[config.mk]
export PLATFORM = sky130hd
export DESIGN_NAME = bob_line_sequencer
export DESIGN_NICKNAME = d
export VERILOG_FILES = /design/src/rtl/deint_pkg.sv /design/src/rtl/sum_div2.sv /design/src/rtl/bob_line_sequencer.sv
export SDC_FILE = /design/constraint.sdc
export NUM_CORES = 1
export LEC_CHECK = 0
export BUFFER_PORTS_ARGS = -buffer_cell sky130_fd_sc_hd__buf_2
export CELL_PAD_IN_SITES_DETAIL_PLACEMENT = 1
export CELL_PAD_IN_SITES_GLOBAL_PLACEMENT = 1
export CORE_AREA = 8 8 188 119
export DETAILED_ROUTE_END_ITERATION = 6
export DIE_AREA = 0 0 196 127
export GPL_ROUTABILITY_DRIVEN = 0
export PLACE_DENSITY_LB_ADDON = 0.1
export SYNTH_ARGS = -nofsm -noshare
export SYNTH_HDL_FRONTEND = slang
export SYNTH_HIERARCHICAL = 1
export SYNTH_SLANG_ARGS = --single-unit
[constraint.sdc]
create_clock -name clock -period 3.5 [get_ports clock]
set_clock_uncertainty 0.2 [all_clocks]
set_input_delay 0.175 -clock clock [delete_from_list [all_inputs] [get_ports clock]]
set_output_delay 0.175 -clock clock [all_outputs]
set_load 0.01 [all_outputs]
[src/rtl/deint_pkg.sv]
// Shared deinterlacer types and constants.
// Latency: n/a (declarations only).
// Backpressure: n/a.
package deint_pkg;

    // Default pixel width used across the deinterlacer blocks.
    localparam int DEINT_DATA_W = 8;

    // Bob line sequencer phases: pass-through, interpolate, replay, duplicate bottom line.
    typedef enum logic [1:0] {
        ST_FIRST  = 2'd0,
        ST_INTERP = 2'd1,
        ST_REPLAY = 2'd2,
        ST_DUP    = 2'd3
    } bob_state_t;

endpackage

[src/rtl/sum_div2.sv]
// Floor average of two pixels: floor((a+b)/2) via a DATA_W+1 bit sum.
// Latency: combinational.
// Backpressure: none (pure function).
module sum_div2 #(
    parameter int DATA_W = 8
) (
    input  logic [DATA_W-1:0] a,
    input  logic [DATA_W-1:0] b,
    output logic [DATA_W-1:0] out
);

    logic [DATA_W:0] sum;

    // Extra carry bit keeps the sum exact; dropping bit 0 truncates toward zero.
    always_comb begin
        sum = {1'b0, a} + {1'b0, b};
        out = sum[DATA_W:1];
    end

endmodule

[src/rtl/bob_line_sequencer.sv]
// Bob deinterlacer: turns one field into a 2*LINES progressive frame using one line buffer.
// Latency: one cycle from accepted input (or replayed buffer read) to out_valid.
// Backpressure: single output register; holds while out_valid && !out_ready, in_ready low then and in REPLAY/DUP.
module bob_line_sequencer
    import deint_pkg::*;
#(
    parameter int DATA_W   = DEINT_DATA_W,
    parameter int LINE_LEN = 16,
    parameter int LINES    = 8
) (
    input  logic              clock,
    input  logic              reset,
    input  logic [DATA_W-1:0] in_data,
    input  logic              in_valid,
    output logic              in_ready,
    output logic [DATA_W-1:0] out_data,
    output logic              out_valid,
    input  logic              out_ready,
    output logic              out_interp,
    output logic              out_sol,
    output logic              out_sof
);

    localparam int COL_W  = (LINE_LEN > 1) ? $clog2(LINE_LEN) : 1;
    localparam int LINE_W = (LINES > 1) ? $clog2(LINES) : 1;

    logic [DATA_W-1:0] line_buf [LINE_LEN];
    bob_state_t        state;
    logic [COL_W-1:0]  col;
    logic [LINE_W-1:0] line;

    logic              load;
    logic              take_in;
    logic              emit;
    logic              last_col;
    logic              accepting_state;
    logic [DATA_W-1:0] buf_rd;
    logic [DATA_W-1:0] avg;
    logic [DATA_W-1:0] nxt_data;

    sum_div2 #(.DATA_W(DATA_W)) u_avg (
        .a   (buf_rd),
        .b   (in_data),
        .out (avg)
    );

    // Handshake and output-mux selection; reset masks in_ready so nothing is taken during the reset cycle.
    always_comb begin
        load            = !out_valid || out_ready;
        accepting_state = (state == ST_FIRST) || (state == ST_INTERP);
        in_ready        = !reset && accepting_state && load;
        take_in         = in_valid && in_ready;
        emit            = take_in || (!reset && load && !accepting_state);
        last_col        = (col == COL_W'(LINE_LEN - 1));
        buf_rd          = line_buf[col];
        nxt_data        = buf_rd;
        case (state)
            ST_FIRST:  nxt_data = in_data;
            ST_INTERP: nxt_data = avg;
            default:   nxt_data = buf_rd;
        endcase
    end

    // Line buffer: read-old/write-new at the same column; contents need no reset.
    always_ff @(posedge clock) begin
        if (take_in) begin
            line_buf[col] <= in_data;
        end
    end

    // Sequencer FSM, counters and output register; everything advances only when a pixel is loaded.
    always_ff @(posedge clock) begin
        if (reset) begin
            state      <= ST_FIRST;
            col        <= '0;
            line       <= '0;
            out_valid  <= 1'b0;
            out_data   <= '0;
            out_interp <= 1'b0;
            out_sol    <= 1'b0;
            out_sof    <= 1'b0;
        end else begin
            if (load) begin
                out_valid <= emit;
            end
            if (emit) begin
                out_data   <= nxt_data;
                out_interp <= (state == ST_INTERP);
                out_sol    <= (col == '0);
                out_sof    <= (state == ST_FIRST) && (col == '0);
                col        <= last_col ? '0 : col + COL_W'(1);
                if (last_col) begin
                    case (state)
                        ST_FIRST: begin
                            state <= ST_INTERP;
                            line  <= LINE_W'(1);
                        end
                        ST_INTERP: state <= ST_REPLAY;
                        ST_REPLAY: begin
                            if (line == LINE_W'(LINES - 1)) begin
                                state <= ST_DUP;
                            end else begin
                                line  <= line + LINE_W'(1);
                                state <= ST_INTERP;
                            end
                        end
                        default: begin
                            state <= ST_FIRST;
                            line  <= '0;
                        end
                    endcase
                end
            end
        end
    end

endmodule

==> implementation parameters <==
Parameter                              Value

STA
  Least-Margin Pin Slew ... 954 ps
  WHS ... 79.4 ps
  Slew Limit Headroom ... 35.9%
  RSZ-0062 raised after global routing ... true
  Final TNS setup ... -50.9 ps
  Minimum clock period ... 3550 ps
  Fraction of the cycle the final worst path needs ... 101%
  Hold violation count in the final report ... 0
  Fmax ... 282 MHz
  Total setup violations reported at the end of the flow ... 1
  Min setup slack post-route ... -50.9 ps
  Max-slew violation count ... 0

Critical path
  Cell with the largest stage delay on the worst path ... sky130_fd_sc_hd__mux4_2
  Number of cells on the worst reg-to-reg path ... 13
  Worst endpoint data arrival time ... 3660 ps
  Slowest cell delay on critical path ... 540 ps
  Type of element launching the critical path ... flop
  Register-to-register setup slack ... -50 ps
  Biggest fanout along the worst timing path ... 5
  Critical path, cell by cell ... buf_12 > mux4_2 > mux2_4 > nor2_4 > a21oi_4 > ha_1 > nand4_1 > a21oi_2 > nor3_1 > a211o_1 > mux2_4 > a22oi_2 > nand4_1
  Type of the setup path with the least slack ... reg -> reg
  Sort of element at the end of the critical path ... flop
  Required time of the critical path ... 3610 ps
  R2r endpoint ... out_data[6]
  Buffers and inverters on the worst path ... 1
  Cell class contributing the biggest share of worst-path delay ... multiplexers

Detailed routing
  Aggregate routed wire length ... 19.3 mm
  First-pass detailed-route iteration total ... 5
  Residual DRC count ... 0
  Detail Route Antenna Nets ... 0
  Drt wl/cell ... 25.4 um
  Via count ... 4040
  Via density per instance ... 5.32
  Drt initial violations ... 293

Clocking
  Clock insertion delay at the later pin of the skew report ... 430 ps
  Bufs on Longest Clock Path ... 2
  Number of buffers created by CTS ... 17
  H-tree level count ... 4
  TritonCTS clock tree ... yes
  TritonCTS Sinks ... 153
  Clock-pin slew on the worst setup and hold paths ... 70 ps
  Clk root buf ... sky130_fd_sc_hd__clkbuf_16

Global route
  Overall overflow remaining after global route ... 0
  Overall global routing resource usage ... 15.7%
  Maximum number of pins on one net before global-route repair ... 24
  Initial antenna violation count ... 1
  Wire length of the first global-routing pass ... 27.7 mm
  Via count of the first global-routing pass ... 4061

Logic synthesis
  Synthesis-stage register bit count ... 153
  Leading post-synthesis cells by cell area ... sky130_fd_sc_hd__edfxtp_1, sky130_fd_sc_hd__mux4_2, sky130_fd_sc_hd__dfxtp_1
  Cell count after synthesis ... 412
  Sequential area share after synthesis ... 64.8%
  Post-synthesis instance area ... 6700 um^2
  Biggest area consumer among synthesized cells ... sky130_fd_sc_hd__edfxtp_1
  Synthesis warning total ... 6
  Post-synth top area share ... 57.4%
  Mean instance size in the synthesized netlist ... 16.3 um^2
  Number of distinct library cells after synthesis ... 51
  Nets in the synthesized netlist ... 438

Cells and area
  Fill cell count ... 1957
  Final non-filler cell area ... 8260 um^2
  Area taken by multi-input logic gates ... 2310 um^2
  Combined flip-flop and latch cell area ... 4350 um^2
  Finished Layout Cells ... 759
  Relative area change from synthesis to final layout ... 23.2%
  Fraction of layout instances using a drive strength above 1 ... 37.9%
  Nets@finish ... 520

Pwr
  Static Leak ... 2.82 nW
  Pwr/cell area ... 507 nW/um^2
  Maximum resistive drop on vdd ... 0.296 mV
  Final Power ... 4.19 mW

Place
  IO buf count ... 24
  Placed Cells incl. Taps ... 702
  Sum of net half-perimeters after detailed placement ... 13.3 mm
  Post-detailed-placement cell area ... 7290 um^2

Floorplanning
  Count of boundary I/O pins ... 25
  Die Y-Extent ... 127 um
  Number of rows created at floorplan ... 40
  Die Width ... 196 um
  Core Box Area ... 19500 um^2
  Initial Util ... 34.3%
  Die footprint ... 24900 um^2

Worst hold path
  Worst hold endpoint ... out_data[1]
  WHS Path Cells ... 4
  Min-Delay Path Class ... in -> reg
  Launch point of the worst hold path ... in_data[1]

Job
  # Max-Cap Violations ... 0

Run status
  Violations in the final reports ... setup timing
  Status ... complete, but fails checks
## metrics by stage
stage / util, % / worst slack [ps]
global placement: 37.4 / -78.3
finish: 42.3 / -50.9
global route: 42.3 / -152
floorplan: - / 96.0
detailed placement: 37.4 / -73.4
CTS: 40.9 / 6.11
## what timing repair did
item / 4_1_cts / 5_1_grt
gates cloned: 1 / 1
resized for setup: 19 / 32
pin swaps: 11 / 19
hold endpoints to repair: 48 / 0
setup endpoints to repair: 4 / 6
hold buffers: 6 / 0
setup buffers: 3 / 14
## Yosys cell counts, drive strengths merged
| library cell | n |
|---|---|
| nand3 | 4 |
| dfxtp | 25 |
| o21ba | 1 |
| o21bai | 1 |
| buf | 16 |
| nor4b | 4 |
| and4 | 4 |
| or3 | 1 |
| a22oi | 8 |
| clkbuf | 7 |
| o21ai | 6 |
| or4 | 2 |
| nand4 | 10 |
| mux4 | 32 |
| nand2b | 1 |
| nand2 | 31 |
| and3b | 1 |
| fa | 1 |
| a211oi | 1 |
| and3 | 12 |
| a211o | 1 |
| a21boi | 1 |
| xor2 | 2 |
| ha | 13 |
| a222oi | 1 |
| xnor2 | 4 |
| a22o | 1 |
| a21oi | 18 |
| o31ai | 1 |
| inv | 5 |
| mux2 | 17 |
| nor3 | 7 |
| mux2i | 10 |
| edfxtp | 128 |
| nor2 | 17 |
| nor2b | 8 |
| a31oi | 2 |
| a221oi | 1 |
| a221o | 1 |
| nand3b | 1 |
| nor4 | 3 |
| and2 | 2 |
## per-layer routing
metal,global-route usage [%],wire [um],vias to the layer above
met4,4.40,165,0
met1,23.6,10100,2146
met2,22.4,8290,69
li1,-,-,1809
met3,3.22,719,16
met5,0,0,-
## final cells by class
| type | instances | area share (%) |
|---|---|---|
| Timing Repair Buffer | 86 | 8.82 |
| Sequential cell | 153 | 52.7 |
| Tap cell | 252 | 3.82 |
| Multi-Input combinational cell | 231 | 28.0 |
| Antenna cell | 1 | 0.0303 |
| Clock buffer | 19 | 5.24 |
| Clock inverter | 12 | 1.14 |
| Inverter | 5 | 0.227 |
## worst min-delay path, delay by kind of cell
family / cells / cell delay, ps
AO/OA/AOI/OAI: 1 / 60
buffers and inverters: 1 / 180
multiplexers: 1 / 190
AND/OR/NAND/NOR: 1 / 80
## sequential cells by signal, summed over array words and instances, names as in the netlist, named ones only
name	count
line	3
out_sof	1
col	4
line_buf	128
out_interp	1
out_sol	1
out_valid	1
state	2
out_data	8
## where the power goes
group	leakage, nW	switching, mW	internal, mW
Combinational	1.22	0.259	0.230
Sequential	1.36	0.0227	1.99
Clock	0.244	0.773	0.910
## cells by family after synthesis
family	after synthesis	share of synthesized area (%)
muxes	59	15.4
DFF	153	64.8
and+or+nand+nor	108	9.19
xor gates and xnor gates	6	0.784
AOI/OAI and AO/OA	44	4.22
buffers and inverters	28	2.88
adders and majority gates	14	2.73
## how the worst max path moves through the flow
stage                        to  slack, ps  cells after the start
floorplan           out_data[6]        100                     13
global placement    out_data[6]        -80                     13
detailed placement  out_data[4]        -70                     13
CTS                 out_data[6]          6                     13
global route        out_data[6]       -150                     13
finish              out_data[6]        -50                     13
## cells in the final DEF, fill, tap and decap left out, types with 7 or more instances in the layout
cell type and count:
sky130_fd_sc_hd__edfxtp_1 128, sky130_fd_sc_hd__buf_4 45, sky130_fd_sc_hd__nand2_1 30, sky130_fd_sc_hd__mux4_2 28, sky130_fd_sc_hd__buf_2 24, sky130_fd_sc_hd__dfxtp_1 22, sky130_fd_sc_hd__clkbuf_16 18, sky130_fd_sc_hd__and3_1 12
sky130_fd_sc_hd__nor2_1 10, sky130_fd_sc_hd__a21oi_1 10, sky130_fd_sc_hd__nand4_1 10, sky130_fd_sc_hd__ha_1 10, sky130_fd_sc_hd__mux2i_1 9, sky130_fd_sc_hd__mux2_4 9, sky130_fd_sc_hd__mux2_2 8, sky130_fd_sc_hd__a21oi_2 7
sky130_fd_sc_hd__nor2b_1 7, sky130_fd_sc_hd__nor3_1 7
Power figures use the tool's default switching activity.
